==> config.mk <==
export PLATFORM = sky130hd
export DESIGN_NAME = acm_bank_flat
export DESIGN_NICKNAME = d
export VERILOG_FILES = /design/src/rtl/acm_bank_if.sv /design/src/rtl/acm_bank.sv /design/src/flat_wrapper.sv
export SDC_FILE = /design/constraint.sdc
export NUM_CORES = 1
export LEC_CHECK = 0
export CAP_MARGIN = 20
export CORE_UTILIZATION = 30
export DETAILED_ROUTE_END_ITERATION = 6
export PLACE_DENSITY = 0.55
export REMOVE_ABC_BUFFERS = 1
export SYNTH_ARGS = -nofsm -noshare
export SYNTH_HDL_FRONTEND = slang
export SYNTH_SLANG_ARGS = --single-unit
==> constraint.sdc <==
create_clock -name clock -period 2.6 [get_ports clock]
set_input_delay 0.52 -clock clock [delete_from_list [all_inputs] [get_ports clock]]
set_output_delay 0.52 -clock clock [all_outputs]
set_load 0.03 [all_outputs]
==> src/rtl/acm_bank_if.sv <==
// acm_bank_if: sample/result bundle for the acm_bank accumulator bank.
//   master (sample source side): drives x, ch, op, in_valid, clear;
//                                observes s, s_ch, out_valid, ovf.
//   slave  (acm_bank side):      the mirror image.
//   x         WIDTH     unsigned sample
//   ch        CH_W      target channel
//   op        1         0 = add, 1 = subtract
//   in_valid  1         sample accepted this cycle
//   clear     1         synchronous clear of all sums and flags
//   s         WIDTH     updated sum of the last accepted channel
//   s_ch      CH_W      channel that s belongs to
//   out_valid 1         s/s_ch are fresh this cycle
//   ovf       CHANNELS  sticky per-channel overflow/underflow flags
interface acm_bank_if #(
    parameter int WIDTH    = 6,
    parameter int CHANNELS = 4,
    parameter int CH_W     = $clog2(CHANNELS)
);
    logic [WIDTH-1:0]    x;
    logic [CH_W-1:0]     ch;
    logic                op;
    logic                in_valid;
    logic                clear;
    logic [WIDTH-1:0]    s;
    logic [CH_W-1:0]     s_ch;
    logic                out_valid;
    logic [CHANNELS-1:0] ovf;

    modport master (
        output x, ch, op, in_valid, clear,
        input  s, s_ch, out_valid, ovf
    );

    modport slave (
        input  x, ch, op, in_valid, clear,
        output s, s_ch, out_valid, ovf
    );
endinterface

==> src/rtl/acm_bank.sv <==
// acm_bank: CHANNELS independent unsigned WIDTH-bit running sums.
// Each accepted sample adds to or subtracts from the selected channel;
// the updated sum appears on s/s_ch one cycle later with out_valid.
// Carry/borrow set a sticky per-channel ovf bit.
// Ports:
//   clock  rising-edge clock
//   reset  asynchronous active-low reset
//   bus    acm_bank_if.slave (x, ch, op, in_valid, clear -> s, s_ch,
//          out_valid, ovf)
// Configuration macro: ACM_SATURATE_EN
//   defined   -> results clamp to 2^WIDTH-1 on overflow, 0 on underflow
//   undefined -> results wrap modulo 2^WIDTH
module acm_bank #(
    parameter int WIDTH    = 6,
    parameter int CHANNELS = 4,
    parameter int CH_W     = $clog2(CHANNELS)
) (
    input  logic       clock,
    input  logic       reset,
    acm_bank_if.slave  bus
);

    logic [WIDTH-1:0] acc [CHANNELS];

    logic [WIDTH-1:0] cur;
    logic [WIDTH:0]   sum;
    logic             flag;
    logic [WIDTH-1:0] wr;

    // The addressed sum is read combinationally from the register array and
    // written back on the same edge, so back-to-back samples to one channel
    // always see the previous update without any stall.
    always_comb begin
        cur = acc[bus.ch];
        if (bus.op) begin
            sum = {1'b0, cur} - {1'b0, bus.x};
        end else begin
            sum = {1'b0, cur} + {1'b0, bus.x};
        end
        // The extra bit is the carry for add and the borrow for subtract.
        flag = sum[WIDTH];
`ifdef ACM_SATURATE_EN
        if (flag) begin
            wr = bus.op ? {WIDTH{1'b0}} : {WIDTH{1'b1}};
        end else begin
            wr = sum[WIDTH-1:0];
        end
`else
        wr = sum[WIDTH-1:0];
`endif
    end

    // NOTE: the accumulator array is reset here because every sum must read
    // as zero immediately on reset; it is a small register file, not a RAM.
    always_ff @(posedge clock or negedge reset) begin
        if (!reset) begin
            for (int i = 0; i < CHANNELS; i++) begin
                acc[i] <= '0;
            end
            bus.ovf       <= '0;
            bus.s         <= '0;
            bus.s_ch      <= '0;
            bus.out_valid <= 1'b0;
        end else if (bus.clear) begin
            // clear wins over in_valid; s/s_ch keep their last values.
            for (int i = 0; i < CHANNELS; i++) begin
                acc[i] <= '0;
            end
            bus.ovf       <= '0;
            bus.out_valid <= 1'b0;
        end else if (bus.in_valid) begin
            acc[bus.ch]     <= wr;
            bus.ovf[bus.ch] <= bus.ovf[bus.ch] | flag;
            bus.s           <= wr;
            bus.s_ch        <= bus.ch;
            bus.out_valid   <= 1'b1;
        end else begin
            bus.out_valid <= 1'b0;
        end
    end

endmodule
==> src/flat_wrapper.sv <==
// flat-port wrapper written by rule: the top's interface ports become plain ports
module acm_bank_flat 
#(
    parameter int WIDTH    = 6,
    parameter int CHANNELS = 4,
    parameter int CH_W     = $clog2(CHANNELS)
)
  (clock, reset, bus_x, bus_ch, bus_op, bus_in_valid, bus_clear, bus_s, bus_s_ch, bus_out_valid, bus_ovf);
  acm_bank_if #(.WIDTH(WIDTH), .CHANNELS(CHANNELS), .CH_W(CH_W)) bus_i ();
  input  logic clock;
  input  logic reset;
  input wire logic [$bits(bus_i.x)-1:0] bus_x;
  input wire logic [$bits(bus_i.ch)-1:0] bus_ch;
  input wire logic [$bits(bus_i.op)-1:0] bus_op;
  input wire logic [$bits(bus_i.in_valid)-1:0] bus_in_valid;
  input wire logic [$bits(bus_i.clear)-1:0] bus_clear;
  output wire logic [$bits(bus_i.s)-1:0] bus_s;
  output wire logic [$bits(bus_i.s_ch)-1:0] bus_s_ch;
  output wire logic [$bits(bus_i.out_valid)-1:0] bus_out_valid;
  output wire logic [$bits(bus_i.ovf)-1:0] bus_ovf;
  assign bus_i.x = bus_x;
  assign bus_i.ch = bus_ch;
  assign bus_i.op = bus_op;
  assign bus_i.in_valid = bus_in_valid;
  assign bus_i.clear = bus_clear;
  assign bus_s = bus_i.s;
  assign bus_s_ch = bus_i.s_ch;
  assign bus_out_valid = bus_i.out_valid;
  assign bus_ovf = bus_i.ovf;
  acm_bank #(.WIDTH(WIDTH), .CHANNELS(CHANNELS), .CH_W(CH_W)) u_core (.clock(clock), .reset(reset), .bus(bus_i));
endmodule
After elaboration in Yosys (flattened, before gate mapping) --
Cells that the tools add are included.
Storage, ports and cells: register bits 37, input port bits 13, word-level logic and storage cells 39
Cells by class: $add $sub $neg 2, $lt $le $gt $ge 4, muxes and demuxes 18, bitwise operators 3, reductions and logical operators 4
Operators by type and width (number):
- two-way mux 24 bit | 2
- bitwise mux 24 bit | 1
- two-way mux 6 bit | 3
- binary-select mux 6 bit (select 2 bit) | 1
- demux 6 bit (select 2 bit) | 1
- two-way mux 4 bit | 2
- adder 6 x 6 -> 7 bit | 1
- two-way mux 7 bit | 1
- subtractor 6 x 6 -> 7 bit | 1
- bitwise mux 4 bit | 1
- two-way mux 1 bit | 4
- greater-or-equal comparator 3 bit, second input constant | 1
- less-than comparator 2 x 3 -> 1 bit, second input constant | 1
- less-than comparator 3 x 1 -> 1 bit, second input constant | 1
- NOT 2 -> 3 bit | 1
- binary-select mux 1 bit (select 2 bit) | 1
- demux 1 bit (select 2 bit) | 1
- greater-or-equal comparator 2 x 1 -> 1 bit, second input constant | 1
- logical AND 1 bit | 2
- AND reduction 2 bit | 1
- nonzero test 2 bit | 1
- NOT 1 bit | 1
- OR 1 bit | 1

Longest topological paths before layout --
word-level depth 10, depth in mapped cells 11, gate-level depth less buffers 11

Least setup slack after synthesis --
No wires, ideal clock.
path kind input -> register, start point in bus_ch[0], end point reg u_core.bus.ovf[3], library setup time 126 ps, arrival time 2507 ps, data required time 2474 ps, slack -33 ps, cell stages on the path 8, buffers on the path 1, path through buf_4 mux4_2 ha_1 nor2b_1 o31a_1 o22ai_2 nor4_1 a221o_1
Between the ends: word-level cells in the longest chain between the ends 10, elaborated cells on any way between the ends 18
RTL lines:
- start, declared | line flat_wrapper.sv:13 | input wire logic [$bits(bus_i.ch)-1:0] bus_ch;
- NOT 2 -> 3 bit (implied by the code) | line acm_bank.sv:34 | cur = acc[bus.ch];
- binary-select mux 6 bit (select 2 bit) | line acm_bank.sv:34
- two-way mux 6 bit (implied by the code) (2 in series) | line acm_bank.sv:34
- adder 6 x 6 -> 7 bit or subtractor 6 x 6 -> 7 bit (tied branches) | line acm_bank.sv:38, acm_bank.sv:36
- two-way mux 7 bit | line acm_bank.sv:35 | if (bus.op) begin
- OR 1 bit | line acm_bank.sv:73 | bus.ovf[bus.ch] <= bus.ovf[bus.ch] | flag;
- bitwise mux 4 bit (*) | line acm_bank.sv:73
- two-way mux 4 bit (*) | line acm_bank.sv:71 | end else if (bus.in_valid) begin
- two-way mux 4 bit (*) | line acm_bank.sv:64 | end else if (bus.clear) begin
- end signal, assigned by index | line acm_bank.sv:73
- end, declared | line acm_bank_if.sv:36 | output s, s_ch, out_valid, ovf
Every way passes the cells marked *; elsewhere a longest branch is shown, timed or not. The select of a mux whose other input is x is not followed. A chain may end at the register's enable or synchronous reset.

Final worst setup path --
start point in bus_op, end point reg u_core.bus.ovf[3]
Between the ends: word-level cells in the longest chain between the ends 5
RTL lines:
- start, declared | line flat_wrapper.sv:14 | input wire logic [$bits(bus_i.op)-1:0] bus_op;
- two-way mux 7 bit | line acm_bank.sv:35
- OR 1 bit | line acm_bank.sv:73
- bitwise mux 4 bit | line acm_bank.sv:73
- two-way mux 4 bit | line acm_bank.sv:71
- two-way mux 4 bit | line acm_bank.sv:64
No other way between the ends. The select of a mux whose other input is x is not followed.

==> results.md <==
* Outcome: finished with violations
* Failing checks: design-rule violations
* Worst skew pair latency at 300 ps
* Clk slew on worst S/H paths at 80 ps
* Post-Route WL at 5.105 mm
* Cell-internal power at 1.055 mW
* Pwr/cell area at 576.3 nW/µm²
* Largest net degree at the start of global routing at 38
* Synth unique cells at 36
* Chip Width at 83.97 µm
* Antenna cells at 0
* Final period utilization at 95.81%
* Routability cong. at 0.7494
* Router iterations before antenna repair at 6
* Placed Area at 2537 µm²
* Crit end category: flip-flop
* Max Cap Viol at 0
* Mean Syn Cell Area at 10.34 µm²
* R2r setup slk at 230 ps
* CTS root buf: clkbuf_8
* # rows at 29
* Final non-filler cell area at 2721 µm²
* GR Util All Layers at 15.49%
* #FFs+latches synth at 37
* Antenna violations before repair at 0
* Routed vias/inst at 5.113
* Final min period at 2491 ps
* Overflow after GRT at 0
* Core ar. at 6422 µm²
* Worst slew pin tran at 838.9 ps
* Critical Path Max Stage Delay at 520 ps
* Fmax at 401.4 MHz
* Slew Limit Headroom at 44.07%
* DRC viols at 3
* R2R Path Start: u_core.acc[6]$_DFFE_PN0P_
* Clock sink total at 37
* Critical Path AT at 2670 ps
* Crit-path slowest cell: clkdlybuf4s50_1
* Area grow syn2layout at 35.01%
* Htree depth at 2
* Final clock skew at 8.277 ps
* Sequential fraction of design power at 41.9%
* Syn. warnings at 0
* Final hold vios at 0
* DR iter-0 viols at 58
* Cell Area, Synth at 2016 µm²
* Hold WS at 321.9 ps
* Nets at 271
* VDD IR max at 268.2 µV
* Total number of vias at 1677
* Critical Path Fanout Max at 7
* Worst-case reg-to-reg path depth at 9
* Commonest cells after routing, fill and taps aside: dfrtp_1 (37), nor2_1 (28), buf_4 (28)
* CTS tree: done
* WL per Instance at 15.56 µm
* Clock network fraction of total power at 25.8%
* NetSw at 0.5139 mW
* Crit path launch type: input port
* Commonest non-fill, non-tap cell in the layout: dfrtp_1
* Share of cells above drive strength 1 at 25.90%
* Largest buffer count on any clock path at 2
* Final setup violation count at 0
* Crit-path cells: clkdlybuf4s50_1 > mux2_4 > fa_2 > nor2b_4 > o31a_1 > o22ai_4 > buf_4 > a221o_1
* Switch share at 32.76%
* Die Height at 83.97 µm
* First-pass GRT wire length at 8.487 mm
* Pleak at 1.256 nW
* Detailed placement HPWL at 3.648 mm
* Post-Syn Instances at 195
* Crit path kind: in2reg
* Combinational fraction of design power at 32.3%
* CTS buffer count at 5
* I/O pins at 26
* Post-route ant nets at 0
* Fin. max-slew vios at 0
* R2R Path End: u_core.bus.ovf[3]$_DFFE_PN0P_
* Req. time, crit path at 2780 ps
* Initial Utilization at 31.39%
* Seq/Total Area, Yosys at 45.93%
* Vias in the first global route at 1707
* Port-buffer cells at 25
* Hold Crit Class: in2async
* Die footprint at 7051 µm²
==> Yosys cell counts <==
cell type	number	area share, %
nor3_1	8	2.0
buf_1	1	0.19
o211ai_2	1	0.62
xnor2_1	5	2.2
a221o_1	4	2.0
nor4_1	4	1.2
nand2_1	20	3.7
o21a_1	2	0.74
nand3_1	1	0.25
mux2_2	4	2.2
or2_2	1	0.31
or4b_1	1	0.50
o21ai_0	4	0.99
nand2b_4	1	0.68
a21o_1	2	0.74
buf_2	1	0.25
and2_1	1	0.31
o31a_1	2	0.87
nor3b_1	1	0.37
buf_4	2	0.74
o22ai_2	1	0.62
ha_1	7	4.3
a21oi_1	16	4.0
and3_1	1	0.31
nor4b_1	1	0.43
nand4b_1	1	0.43
clkbuf_1	3	0.56
inv_1	8	1.5
dfrtp_1	37	46
nor2b_1	5	1.6
mux2i_1	8	4.0
fa_1	1	0.99
nor2_1	29	5.4
mux4_2	6	6.7
a32o_1	4	2.0
a211oi_1	1	0.37
==> worst max path at each step <==
| stage | start | to | slack (ps) | cells after the start |
|---|---|---|---|---|
| 2_1_floorplan | bus_ch[0] | u_core.bus.ovf[3]$_DFFE_PN0P_ | 160 | 7 |
| 5_1_grt | bus_x[0] | u_core.bus.ovf[3]$_DFFE_PN0P_ | -10 | 12 |
| 4_1_cts | bus_ch[0] | u_core.bus.ovf[3]$_DFFE_PN0P_ | 10 | 10 |
| 3_5_place_dp | bus_ch[0] | u_core.bus.ovf[3]$_DFFE_PN0P_ | -650 | 10 |
| 3_3_place_gp | bus_ch[0] | u_core.bus.ovf[3]$_DFFE_PN0P_ | -630 | 10 |
| 6_report | bus_op | u_core.bus.ovf[3]$_DFFE_PN0P_ | 110 | 8 |
==> layout make-up <==
cell class,count,area (µm²)
fill,627,3701
multi-input combinational,143,1102
sequential,37,925.9
timing repair buffer,55,480.5
tap,77,96.34
clock buffer,5,68.82
inverter,8,30.03
clock inverter,3,17.52
==> sequential cells by signal (all words and copies together) (netlist names) <==
signal	flops
u_core.bus.s	6
u_core.acc	24
u_core.bus.out_valid	1
u_core.bus.ovf	4
u_core.bus.s_ch	2
==> metal layers <==
layer	routed length (µm)	global-route usage, %	up-vias
met2	2350	24.81	44
met3	264	3.561	6
li1	-	-	807
met5	0	0	-
met1	2427	20.38	820
met4	63	5.799	0
==> critical path: cells and delay by family <==
kind / cells / cell delay, ps
buffers and inverters: 2 / 670
muxes: 1 / 340
adders and majority gates: 1 / 420
AOI/OAI and AO/OA: 3 / 600
and+or+nand+nor: 1 / 120
==> timing repair <==
action / in CTS / in global routing
gates resized for setup: 14 / 10
setup endpoints to repair: 19 / 10
hold endpoints to repair: 0 / 0
pin swaps: 8 / 8
gates cloned: 0 / 0
hold buffers: 0 / 0
buffers inserted: 2 / 1
==> kinds of logic (layout without fill, tap and decap cells) <==
| family | count (synthesis) | count (layout) | synth area share (%) |
|---|---|---|---|
| simple gates | 75 | 75 | 17.50 |
| compound gates | 37 | 37 | 12.91 |
| flops | 37 | 37 | 45.93 |
| mux | 18 | 18 | 12.91 |
| buf+inv | 15 | 71 | 3.227 |
| fa+ha+maj | 8 | 8 | 5.338 |
| xor+xnor | 5 | 5 | 2.172 |
==> metrics by stage <==
stage / total power [mW] / setup WS [ps] / util, % / std cells / TNS (ps)
2_1_floorplan: 0.9139 / 163.2 / - / 188 / 0
3_3_place_gp: 1.145 / -626.2 / 39.51 / 317 / -11270
3_5_place_dp: 1.146 / -646.1 / 39.51 / 317 / -11430
4_1_cts: 1.573 / 9.589 / 41.69 / 327 / 0
5_1_grt: 1.654 / -10.11 / 42.37 / 328 / -13.49
6_report: 1.568 / 109.0 / 42.37 / 328 / 0
==> power by group through the flow <==
stage	Sequential (mW)	Clock [mW]	Combinational, mW
after floorplan	0.729	0	0.185
final	0.657	0.405	0.506
after detailed placement	0.668	0	0.478
after global placement	0.670	0	0.475
after global routing	0.664	0.441	0.549
after CTS	0.657	0.418	0.497
(Power assumes the default switching activity.)
